--- src/rtl/matmul_sequencer.sv ---
// Address/control sequencer for C = A x B on N x N matrices held in row-major memories.
// Per output element it issues N operand reads, drains the accumulator for one cycle, then writes C.
module matmul_sequencer #(
  parameter int N = 4,
  localparam int IW = $clog2(N),
  localparam int AW = $clog2(N*N)
) (
  input  logic          clk,
  input  logic          rst,
  input  logic          start,
  input  logic          hold,
  output logic          rd_en,
  output logic [AW-1:0] a_addr,
  output logic [AW-1:0] b_addr,
  output logic [AW-1:0] c_addr,
  output logic          acc_clr,
  output logic          acc_en,
  output logic          c_we,
  output logic          busy,
  output logic          done
);

  typedef enum logic [2:0] {IDLE, RUN, DRAIN, WRITE, DONE} state_t;

  localparam logic [IW-1:0] LAST = IW'(N-1);
  localparam logic [AW-1:0] NA   = AW'(N);

  state_t        state, state_n;
  logic [IW-1:0] i, j, k;
  logic [IW-1:0] i_n, j_n, k_n;

  // acc_en/acc_clr trail the read strobe by the one-cycle memory latency
  always_ff @(posedge clk) begin
    if (rst) begin
      state   <= IDLE;
      i       <= '0;
      j       <= '0;
      k       <= '0;
      acc_en  <= 1'b0;
      acc_clr <= 1'b0;
    end else begin
      state   <= state_n;
      i       <= i_n;
      j       <= j_n;
      k       <= k_n;
      acc_en  <= rd_en;
      acc_clr <= rd_en & (k == '0);
    end
  end

  always_comb begin
    state_n = state;
    i_n     = i;
    j_n     = j;
    k_n     = k;
    rd_en   = 1'b0;
    c_we    = 1'b0;
    busy    = 1'b0;
    done    = 1'b0;
    unique case (state)
      IDLE: begin
        if (start) begin
          i_n     = '0;
          j_n     = '0;
          k_n     = '0;
          state_n = RUN;
        end
      end
      RUN: begin
        busy  = 1'b1;
        rd_en = ~hold;
        if (!hold) begin
          if (k == LAST) begin
            k_n     = '0;
            state_n = DRAIN;
          end else begin
            k_n = k + 1'b1;
          end
        end
      end
      DRAIN: begin
        busy    = 1'b1;
        state_n = WRITE;
      end
      WRITE: begin
        busy = 1'b1;
        c_we = 1'b1;
        if (j != LAST) begin
          j_n     = j + 1'b1;
          state_n = RUN;
        end else begin
          j_n = '0;
          if (i != LAST) begin
            i_n     = i + 1'b1;
            state_n = RUN;
          end else begin
            state_n = DONE;
          end
        end
      end
      DONE: begin
        done    = 1'b1;
        state_n = IDLE;
      end
      default: state_n = IDLE;
    endcase
  end

  // Addresses are only meaningful while a pass is in flight; park them at 0 otherwise
  always_comb begin
    a_addr = '0;
    b_addr = '0;
    c_addr = '0;
    if (busy) begin
      a_addr = AW'(i) * NA + AW'(k);
      b_addr = AW'(k) * NA + AW'(j);
      c_addr = AW'(i) * NA + AW'(j);
    end
  end

endmodule
--- config.mk ---
export PLATFORM = sky130hd
export DESIGN_NAME = matmul_sequencer
export DESIGN_NICKNAME = d
export VERILOG_FILES = /design/src/rtl/matmul_sequencer.sv
export SDC_FILE = /design/constraint.sdc
export NUM_CORES = 1
export LEC_CHECK = 0
export ABC_AREA = 1
export CORE_MARGIN = 1
export CORE_UTILIZATION = 44
export CTS_CLUSTER_DIAMETER = 50
export DETAILED_ROUTE_END_ITERATION = 8
export HOLD_SLACK_MARGIN = 0.1
export PLACE_DENSITY = 0.77
export SETUP_SLACK_MARGIN = 0.1
export SYNTH_ARGS = -nofsm -noshare
export SYNTH_HDL_FRONTEND = slang
export SYNTH_SLANG_ARGS = --single-unit
--- constraint.sdc ---
create_clock -name clk -period 1.5 [get_ports clk]
set_input_delay 0.375 -clock clk [delete_from_list [all_inputs] [get_ports clk]]
set_output_delay 0.375 -clock clk [all_outputs]
set_load 0.02 [all_outputs]
**After elaboration in Yosys (flattened, before gate mapping)**

Index checks and enable logic that the tools add are counted.

- Add/subtract/negate cells: 6
- Equal/unequal tests: 12
- Muxes and demuxes: 22
- Bitwise logic cells: 2
- Reduce and logical (&&, ||, !) cells: 9

Operators by type and width:

| operator | count |
|---|---|
| 3-bit two-way mux | 5 |
| 2-bit inequality test (second input constant) | 7 |
| 4-bit by 2-bit adder with 4-bit output | 3 |
| 2-bit two-way mux | 6 |
| 4-bit two-way mux | 3 |
| 2-bit one-hot mux with 2 select lines | 3 |
| 3-bit one-hot mux with 4 select lines | 1 |
| 2-bit by 1-bit adder with 2-bit output (second input constant) | 3 |
| 3-bit by 2-bit equality test with 1-bit output (second input constant) | 2 |
| 3-bit AND reduction | 2 |
| 1-bit two-way mux | 4 |
| 4-bit AND reduction | 1 |
| 2-bit nonzero test | 2 |
| 3-bit by 1-bit equality test with 1-bit output (second input constant) | 1 |
| 3-bit equality test (second input constant) | 1 |
| 3-bit logical NOT | 1 |
| 3-bit OR reduction | 1 |
| 2-bit equality test (second input constant) | 1 |
| 2-bit logical NOT | 1 |
| 2-bit AND reduction | 1 |
| 1-bit AND | 1 |
| 1-bit NOT | 1 |

- Register bits after elaboration: 11
- Output and inout port bits: 18
- Logic and storage cells: 57

**Longest topological paths before layout**

- Depth in word-level cells: 4
- Gate-level depth with buffers: 9
- Gate-level depth less buffers: 9

**Worst setup path after synthesis**

No wires, ideal clock.

- Path type: flip-flop to output port
- Start point: register state[0]
- End point: output c_addr[1]
- Arrival: 1.574 ns
- Setup slack: -0.449 ns
- Cell stages (with the launch flop): 6
- Path through: dfxtp_1 > nor2_1 > nor2_1 > inv_1 > nor2_1 > buf_4

- Cells in the longest elaborated chain, start to end: 4
- Elaborated cells between the ends (all ways): 6

RTL lines:

| what | RTL line | RTL |
|---|---|---|
| start: declaration | 28 | `state_t state, state_n;` |
| start signal: assignment | 42 | `state <= state_n;` |
| 3-bit by 2-bit equality test with 1-bit output / 3-bit by 1-bit equality test with 1-bit output (equally long branches) | 60 | `unique case (state)` |
| 3-bit OR reduction (no source line) (*) | n/a |  |
| 1-bit two-way mux (*) | 60 |  |
| named net busy | 19 | `output logic busy,` |
| 4-bit two-way mux (*) | 114 | `if (busy) begin` |
| end: declaration | 15 | `output logic [AW-1:0] c_addr,` |

The timed path passes the listed nets; every way through them passes the cells marked *.

**Worst setup path in the final report**

- Start point: register state[1]
- End point: output a_addr[0]

- Cells in the longest elaborated chain, start to end: 4
- Elaborated cells between the ends (all ways): 6

RTL lines:

| what | RTL line | RTL |
|---|---|---|
| 3-bit by 2-bit equality test with 1-bit output / 3-bit by 1-bit equality test with 1-bit output (equally long branches) | 60 |  |
| 3-bit OR reduction (no source line) (*) | n/a |  |
| 1-bit two-way mux (*) | 60 |  |
| 4-bit two-way mux (*) | 114 |  |
| end: declaration | 13 | `output logic [AW-1:0] a_addr,` |

Mark *: on every way between the ends. The rest lies on a longest branch, timed or not.

==> qor.yml <==
status:
  status: "finished, violations left"
  violations: "setup timing"
global_route:
  grt_pass1_wl_mm: 2.601
  antenna_found_initial: 0
  grt_pass1_vias: 636
  grt_max_degree: 7
  track_usage: 0.2489
  overflow: 0
floorplan:
  die_w_um: 41.08
  placeableCoreArea_mm2: 0.001366
  die_h_um: 41.08
  pin_count: 22
  rows: 13
  initial_core_util: 0.4918
  dieArea_mm2: 0.001687
clock_network:
  clock-root-buffer: "clkbuf_4"
  cts.clk_slew.worst_paths_ns: 0.08
  cts_made_buffers: 3
  clockBufferDepth: 2
  clk_latency_ns: 0.27
  htree_num_levels: 1
  cts_sinks: 11
  cts_tree: "built"
  cts_hold_buf: 0
placement:
  hpwl_mm: 1.304
  port_buffers: 21
  placed_cell_area_mm2: 0.001062
  dp_cells: 148
  place_ws_ns: -0.4633
  gp_congestion: 0.8071
critical_path:
  r2r-start: "state[1]"
  cp_max_fo: 2
  path_class: "flip-flop to output pin"
  reg2reg_slack_ns: 0.11
  worstPathArrival_ns: 1.31
  r2r-end: "k[0]"
  end_kind: "output pin"
  required_ns: 1.12
  ff2ff_path_depth: 11
  worst_setup_path_start_kind: "flip-flop"
run:
  max-cap-violations: 0
cells_and_area:
  multiInputGateArea_um2: 421.7
  layout_commonest_cell: "buf_4"
  drive_gt1_frac: 0.5036
  syn_to_final_growth_pct: 72.25
  design_area_mm2: 0.001157
  regArea_um2: 231.5
  fillers: 82
  layout_common_cells: "buf_4 (20), buf_6 (16), nand2_1 (15)"
  final_nets: 148
  n_antenna_cell: 0
  fin_util: 0.8471
  final_cells: 154
drt:
  vias: 742
  first_iter_violations: 17
  detail-route-antenna-nets: 0
  viasPerCell: 4.818
  routed_wl_mm: 1.834
  drc_errors: 0
  post_drt_wl_per_cell_um: 11.91
  drt-pass1-iter-count: 4
synthesis:
  synth_cell_types: 17
  netlist_area_um2: 671.9
  synthCells: 100
  yosysWarnings: 0
  synth-seq-area-share: 0.3277
  synth_fp_nets: 108
  ys_ff_latch: 11
  syn_avg_cell_area_um2: 6.719
timing:
  fmax_mhz: 594.9
  fin_skew_ns: 0.002374
  worst_pin_slew_ns: 0.1985
  rsz0062_at_grt: "yes"
  finalCritPeriodShare: 1.121
  maxSlewViolCount: 0
  relSlewSlack: 0.8665
  setup_viol: 14
  fin_crit_ns: 1.681
  finalHoldViolations: 0
  layout_setup_ws_ns: -0.1810
min_path:
  holdPathEnd: "j[0]"
  min_path_type: "flip-flop to flip-flop"
  worstHoldStart: "j[0]"
  worstHoldPathCells: 3
pwr:
  p_per_area_mw_per_mm2: 1344
  switchingPower_uw: 668.3
  pwr-share-seq: 0.244
  clock_power_share: 0.136
  switching_share: 0.4298
  p_leak_uw: 0.0005509
  intPower_uw: 886.7
  peakVddDrop_uv: 885.7
  pwr-share-comb: 0.619
## layout make-up
cell class | count | share of cell area
Clock buffer | 4 | 0.02270
Inverter | 20 | 0.07027
Multi-Input combinational cell | 63 | 0.3643
Sequential cell | 11 | 0.2000
Tap cell | 15 | 0.01622
Timing Repair Buffer | 41 | 0.3265
## sequential cells by signal, summed over array words and instances (netlist names)
signal	count
state	3
i	2
j	2
k	2
acc_clr	1
acc_en	1
## power by group through the flow
stage	sequential, uW	clock, uW	combinational (uW)
floorplan	406	0	499
global placement	386	0	828
detailed placement	388	0	846
CTS	381	217	923
global route	388	228	1040
finish	380	212	963
## worst max path at each step
stage             start         to  slack, ns  cells past startpoint
2_1_floorplan  state[0]  b_addr[2]      -0.18                      5
3_3_place_gp       hold      rd_en      -0.44                      5
3_5_place_dp       hold      rd_en      -0.46                      5
4_1_cts        state[1]  a_addr[0]      -0.15                      6
5_1_grt        state[1]  b_addr[2]      -0.24                      6
6_report       state[1]  a_addr[0]      -0.18                      6
## what timing repair did
action / 4_1_cts / 5_1_grt
setup endpoints to repair: 18 / 18
resized for setup: 106 / 5
pin swaps: 4 / 3
setup buffers: 2 / 1
## logic make-up after synthesis
| kind of cell | after synthesis | share of synthesized area |
|---|---|---|
| buffers and inverters | 26 | 0.1788 |
| flip-flops | 11 | 0.3277 |
| AND/OR/NAND/NOR | 51 | 0.3594 |
| adder cells (fa/ha/maj) | 4 | 0.07449 |
| AO/OA/AOI/OAI | 8 | 0.05958 |
## worst max-delay path, stage by stage, from the launching register on
cell,delay (ns)
dfxtp_4,0.36
nor2_4,0.05
nor2_4,0.12
clkinvlp_4,0.12
buf_4,0.16
nor2_4,0.10
buf_6,0.13
## routing by layer
layer | global-route usage | wire [um] | share of wire
met3 | 0.04891 | 75 | 0.041
met1 | 0.2532 | 757 | 0.41
met5 | 0 | 0 | 0
met2 | 0.4570 | 968 | 0.53
met4 | 0.1500 | 32 | 0.017
## through the flow
step / setup TNS [ns] / power, uW / hold slack [ns]
after global routing: -3.052 / 1654 / 0.6420
after floorplan: -1.099 / 904.7 / 0.4432
after detailed placement: -5.062 / 1234 / 0.5697
after CTS: -1.883 / 1522 / 0.5925
final: -2.233 / 1555 / 0.5933
after global placement: -4.860 / 1214 / 0.5608
## cell usage after synthesis
library cell | count | area (um^2)
o21ai_1 | 1 | 5.000
nor3_1 | 2 | 10.01
buf_4 | 6 | 45.04
ha_1 | 4 | 50.05
nor2_1 | 16 | 60.06
inv_1 | 17 | 63.81
nand3_1 | 6 | 30.03
nand3_2 | 2 | 20.02
dfxtp_1 | 11 | 220.2
nor2_4 | 1 | 11.26
nor4_1 | 1 | 6.260
inv_2 | 3 | 11.26
o21ai_0 | 2 | 10.01
nor2_2 | 2 | 12.51
a21oi_1 | 5 | 25.02
nand2_2 | 5 | 31.28
nand2_1 | 16 | 60.06
Power figures use the tool's default switching activity.
